**src/rtl/sd_deserializer_frame.sv**
```systemverilog
// sd_deserializer_frame: serial-to-parallel frame receiver for the SD host
// CMD/DAT lines. Runtime frame length, optional start-bit hunting, selectable
// bit order and a valid/ready output handshake with sticky overflow.
// Optional CRC7/end-bit check: define SD_DESER_CRC7_EN to build it in.
module sd_deserializer_frame #(
    parameter int unsigned MAX_WIDTH    = 48,
    parameter int unsigned CNT_W        = 6,
    parameter bit          MSB_FIRST    = 1'b1,
    parameter bit          START_DETECT = 1'b1
) (
    input  logic                 sd_clock,
    input  logic                 reset,
    input  logic                 enable,
    input  logic                 serial,
    input  logic [CNT_W-1:0]     frame_len,
    output logic [MAX_WIDTH-1:0] parallel,
    output logic                 valid,
    input  logic                 ready,
    output logic                 busy,
    output logic                 overflow,
    output logic                 crc_ok
);

    typedef enum logic {ST_IDLE, ST_SHIFT} state_t;

    localparam logic [CNT_W-1:0] LEN_MAX = CNT_W'(MAX_WIDTH);

    state_t               state_q, state_d;
    logic [CNT_W-1:0]     count_q, count_d;
    logic [CNT_W-1:0]     len_q, len_d;
    logic [CNT_W-1:0]     eff_len;
    logic [MAX_WIDTH-1:0] shift_q, shift_d;
    logic                 start_cond;
    logic                 done;

    // A frame may open only on an enabled cycle, and only on a start bit when hunting
    assign start_cond = enable && (!START_DETECT || !serial);

    // Out-of-range length requests fall back to the full parallel width
    always_comb begin
        eff_len = frame_len;
        if (frame_len == '0 || frame_len > LEN_MAX) begin
            eff_len = LEN_MAX;
        end
    end

    // FSM state register
    always_ff @(posedge sd_clock or negedge reset) begin
        if (!reset) begin
            state_q <= ST_IDLE;
        end else begin
            state_q <= state_d;
        end
    end

    // Next state, bit capture and frame-completion decode
    always_comb begin
        state_d = state_q;
        count_d = count_q;
        len_d   = len_q;
        shift_d = shift_q;
        done    = 1'b0;
        case (state_q)
            ST_IDLE: begin
                if (start_cond) begin
                    // First bit always lands in position 0 of a cleared register
                    len_d   = eff_len;
                    shift_d = {{(MAX_WIDTH-1){1'b0}}, serial};
                    count_d = CNT_W'(1);
                    if (eff_len == CNT_W'(1)) begin
                        done    = 1'b1;
                        count_d = '0;
                    end else begin
                        state_d = ST_SHIFT;
                    end
                end
            end
            ST_SHIFT: begin
                if (enable) begin
                    // MSB-first shifts up so the frame ends right-aligned;
                    // LSB-first writes each bit directly at its final index
                    if (MSB_FIRST) begin
                        shift_d = {shift_q[MAX_WIDTH-2:0], serial};
                    end else begin
                        shift_d[count_q] = serial;
                    end
                    count_d = count_q + CNT_W'(1);
                    if (count_d == len_q) begin
                        done    = 1'b1;
                        count_d = '0;
                        state_d = ST_IDLE;
                    end
                end
            end
            default: state_d = ST_IDLE;
        endcase
    end

    // Frame datapath registers: bit counter, latched length, shift register
    always_ff @(posedge sd_clock or negedge reset) begin
        if (!reset) begin
            count_q <= '0;
            len_q   <= '0;
            shift_q <= '0;
        end else begin
            count_q <= count_d;
            len_q   <= len_d;
            shift_q <= shift_d;
        end
    end

`ifdef SD_DESER_CRC7_EN
    logic [6:0]       crc_q, crc_d;
    logic [7:0]       tail_q, tail_d;
    logic [CNT_W-1:0] len_act;
    logic             take_bit;
    logic             crc_bit;
    logic             crc_ok_d;

    function automatic logic [6:0] crc7_step(input logic [6:0] c, input logic b);
        logic fb;
        fb = c[6] ^ b;
        return {c[5:0], 1'b0} ^ (fb ? 7'h09 : 7'h00);
    endfunction

    // CRC over bits 1..L-8; tail keeps the last 8 bits in arrival order
    // so the CRC field and end bit line up independent of MSB_FIRST
    always_comb begin
        crc_d    = crc_q;
        tail_d   = tail_q;
        len_act  = (state_q == ST_IDLE) ? eff_len : len_q;
        take_bit = (state_q == ST_IDLE) ? start_cond : enable;
        crc_bit  = ({4'b0, count_q} + (CNT_W+4)'(9)) <= {4'b0, len_act};
        if (take_bit) begin
            if (state_q == ST_IDLE) begin
                crc_d  = crc_bit ? crc7_step(7'h00, serial) : 7'h00;
                tail_d = {7'h00, serial};
            end else begin
                if (crc_bit) begin
                    crc_d = crc7_step(crc_q, serial);
                end
                tail_d = {tail_q[6:0], serial};
            end
        end
        crc_ok_d = (len_act >= CNT_W'(9)) && (tail_d[7:1] == crc_d) && tail_d[0];
    end

    // CRC accumulator and trailing-bit window
    always_ff @(posedge sd_clock or negedge reset) begin
        if (!reset) begin
            crc_q  <= '0;
            tail_q <= '0;
        end else begin
            crc_q  <= crc_d;
            tail_q <= tail_d;
        end
    end
`endif

    // Output register: load on completion unless an unconsumed frame blocks it
    always_ff @(posedge sd_clock or negedge reset) begin
        if (!reset) begin
            parallel <= '0;
            valid    <= 1'b0;
            busy     <= 1'b0;
            overflow <= 1'b0;
            crc_ok   <= 1'b0;
        end else begin
            busy <= (state_d == ST_SHIFT);
`ifndef SD_DESER_CRC7_EN
            crc_ok <= 1'b1;
`endif
            if (valid && ready) begin
                valid    <= 1'b0;
                overflow <= 1'b0;
            end
            if (done) begin
                if (!valid || ready) begin
                    parallel <= shift_d;
                    valid    <= 1'b1;
`ifdef SD_DESER_CRC7_EN
                    crc_ok   <= crc_ok_d;
`endif
                end else begin
                    overflow <= 1'b1;
                end
            end
        end
    end

endmodule

```
**config.mk**
```make
export PLATFORM = sky130hd
export DESIGN_NAME = sd_deserializer_frame
export DESIGN_NICKNAME = d
export VERILOG_FILES = /design/src/rtl/sd_deserializer_frame.sv
export SDC_FILE = /design/constraint.sdc
export NUM_CORES = 1
export LEC_CHECK = 0
export BUFFER_PORTS_ARGS = -buffer_cell sky130_fd_sc_hd__buf_2
export CORE_MARGIN = 2
export CORE_UTILIZATION = 63
export CTS_BUF_LIST = sky130_fd_sc_hd__clkbuf_4 sky130_fd_sc_hd__clkbuf_8
export DETAILED_ROUTE_END_ITERATION = 12
export PLACE_DENSITY = 0.87
export SLEW_MARGIN = 20
export SYNTH_ARGS = -nofsm -noshare
export SYNTH_HDL_FRONTEND = slang
export SYNTH_SLANG_ARGS = --single-unit
```
**constraint.sdc**
```tcl
create_clock -name sd_clock -period 5.55 [get_ports sd_clock]
set_input_delay 0.2775 -clock sd_clock [delete_from_list [all_inputs] [get_ports sd_clock]]
set_output_delay 0.2775 -clock sd_clock [all_outputs]
set_load 0.005 [all_outputs]
```
==> impl_metrics.toml <==
[sta]
hold_slack_ns = 0.0992
fmax_mhz = 371
drv_slew = 0
setup_viol = 0
hold_violations = 0
fin_skew_ns = 0.0119
fin_setup_tns_ns = 0
fin_crit_sh_pct = 48.5
max-slew-margin-rel_pct = 33.9
rsz0062_at_grt = "false"
worst_slew_pin_slew_ns = 0.991
post-route-min-period_ns = 2.69
fin_ws_ns = 2.86

[clock_tree]
worst_skew_pair.late_latency_ns = 0.37
clockRootBuffer = "clkbuf_8"
path_clk_slew_ns = 0.10
clock-sinks = 112
cts_tree = "built"
h-tree-depth = 3
clockBufferDepth = 2
cts_buffers = 9

[floorplanning]
core-area_sq_mm = 0.00679
die_y_um = 88.0
fp.dieW_um = 88.0
start_util_pct = 65.4
io_pins = 63
dieArea_sq_mm = 0.00774
fp-row-count = 30

[pwr]
peakVddDrop_uv = 291
comb_power_share_pct = 24.0
netSwitchingFraction_pct = 31.3
power.share.sequential_pct = 52.4
p_sw_mw = 0.664
clkPwrFrac_pct = 23.5
p_per_area_mw_per_mm2 = 420
p_leak_nw = 2.65
p_int_mw = 1.46

[setup_path]
max_stage_delay_ns = 0.57
critPathArrivalTime_ns = 2.95
rrSetupSlack_ns = 2.86
crit_path_end_kind = "register"
critPathLaunch = "count_q[2]"
reg2reg_from = "count_q[2]"
cp-endpoint = "parallel[25]"
path_max_fanout = 48
cp-start-kind = "register"
reg2reg_to = "parallel[25]"
cp_top_family = "compound AO/OA/AOI/OAI gates"
crit_required_ns = 5.80
path_cells = "nand3_2 > or3_4 > a2111oi_4 > a31oi_4 > buf_4 > mux2_4"
cp.depth = 6
path_class = "reg2reg"
cp_slowest_cell = "a2111oi_4"
critPathBufInv = 1
r2r_cells = 6

[final_layout]
nNetsFinal = 375
drive_gt1_share_pct = 36.4
finalInstanceArea_sq_mm = 0.00506
antenna_cells = 0
layout_common_cells = "dfrtp_1, buf_2, a22o_1"
final_common_cell = "dfrtp_1"
area_delta_synth_final_pct = 13.8
post-route-util_pct = 74.4
nFillCells = 411

[placement]
dpl_cell_area_sq_mm = 0.00483
globalplace.congestion = 0.902
port_buffers = 62
hpwl_um = 5360
post-place-ws_ns = 2.87

[synth]
synth_cell_types = 42
synth_flop_cell = "dfrtp_1"
yosysWarnings = 0
avgSynthCellArea_sq_um = 14.6
ys_seq_elements = 112
synth_nets = 316
synthArstFlopShare_pct = 100
synthCells = 304
synth_edf_count = 0
syn-cell-area_sq_mm = 0.00444
seq_area_frac_synth_pct = 63.1

[grt]
grt_max_degree = 61
antenna_found_initial = 0
track_usage_pct = 22.9
first_global_vias = 2711
grt_pass1_wl_um = 13400
gr-total-overflow = 0

[detailed_routing]
wire_per_inst_um = 17.5
drc = 0
vias = 2743
drt-total-wl_um = 8140
ant_nets = 0
drtPass1Iterations = 4
drt-initial-drc-count = 188
vias_per_cell = 5.91

[hold_path]
hp-class = "in2reg"

[run_status]
status = "finished clean"

[job]
max_cap_viol_count = 0
stage by stage:
step,std cells,power (mW)
2_1_floorplan,304,1.46
3_5_place_dp,447,1.64
4_1_cts,464,2.13
3_3_place_gp,447,1.60
5_1_grt,464,2.23
6_report,464,2.12
worst register-to-register path, delay by kind of cell, from the launching register on:
family          cells  cell delay [ns]
compound gates      2             0.71
simple gates        2             0.61
flops               1             0.49
mux                 1             0.41
buf+inv             1             0.38
flip-flops by register name (all words and copies together), names as in the netlist:
register,count
overflow,1
parallel,48
valid,1
len_q,6
count_q,6
busy,1
crc_ok,1
shift_q,48
cells by family after synthesis:
kind of cell / share of synthesized area, %
other cells: 0.0844
compound gates: 14.8
fa+ha+maj: 0.281
simple gates: 4.39
mux: 13.5
buf+inv: 2.28
xor+xnor: 1.58
flops: 63.1
cell type report:
type,count,area [sq um],share of cell area [%]
sequential,112,2800,55.4
timing repair buffer,66,345,6.83
multi-input combinational,172,1570,31.0
inverter,2,7.51,0.148
tap,96,120,2.38
clock buffer,10,138,2.72
clock inverter,6,76.3,1.51
power by group through the flow:
stage	Sequential, mW	Clock [mW]	Combinational [mW]
after CTS	1.11	0.509	0.514
after global routing	1.13	0.542	0.563
after global placement	1.11	0	0.489
final	1.11	0.499	0.510
after detailed placement	1.12	0	0.513
after floorplan	1.09	0	0.370
how the worst min path moves through the flow:
| stage | from | depth (start not counted) | end | slack [ns] |
|---|---|---|---|---|
| 4_1_cts | ready | 2 | overflow | 0.08 |
| 3_5_place_dp | reset | 1 | count_q[1] | 0.34 |
| 2_1_floorplan | reset | 0 | busy | -0.02 |
| 3_3_place_gp | reset | 1 | count_q[1] | 0.34 |
| 6_report | ready | 2 | overflow | 0.1 |
| 5_1_grt | ready | 2 | overflow | 0.1 |
synthesized netlist by cell type (3+ instances only):
| cell | count | area share, % |
|---|---|---|
| nand3_1 | 3 | 0.34 |
| nand2b_1 | 3 | 0.42 |
| clkbuf_1 | 11 | 0.93 |
| mux2_4 | 19 | 6.4 |
| a21oi_1 | 3 | 0.34 |
| dfrtp_1 | 112 | 63 |
| nor2b_1 | 5 | 0.70 |
| and2_1 | 3 | 0.42 |
| a22o_1 | 51 | 10 |
| nand2_1 | 8 | 0.68 |
| xor2_1 | 3 | 0.59 |
| nor2_1 | 10 | 0.84 |
| mux2_2 | 28 | 7.1 |
| xnor2_1 | 5 | 0.99 |
| o21ai_0 | 4 | 0.45 |
layer usage:
metal	wire (um)	global-route usage [%]
met1	3580	31.6
met2	4020	35.3
met3	392	5.47
met4	149	10.1
met5	0	0
what timing repair did:
action,CTS,global route
buffers inserted,0,0
endpoints found under the setup margin,0,0
endpoints found under the hold margin,52,0
gates resized for setup,0,0
hold buffers,1,0
Power figures use the tool's default switching activity.
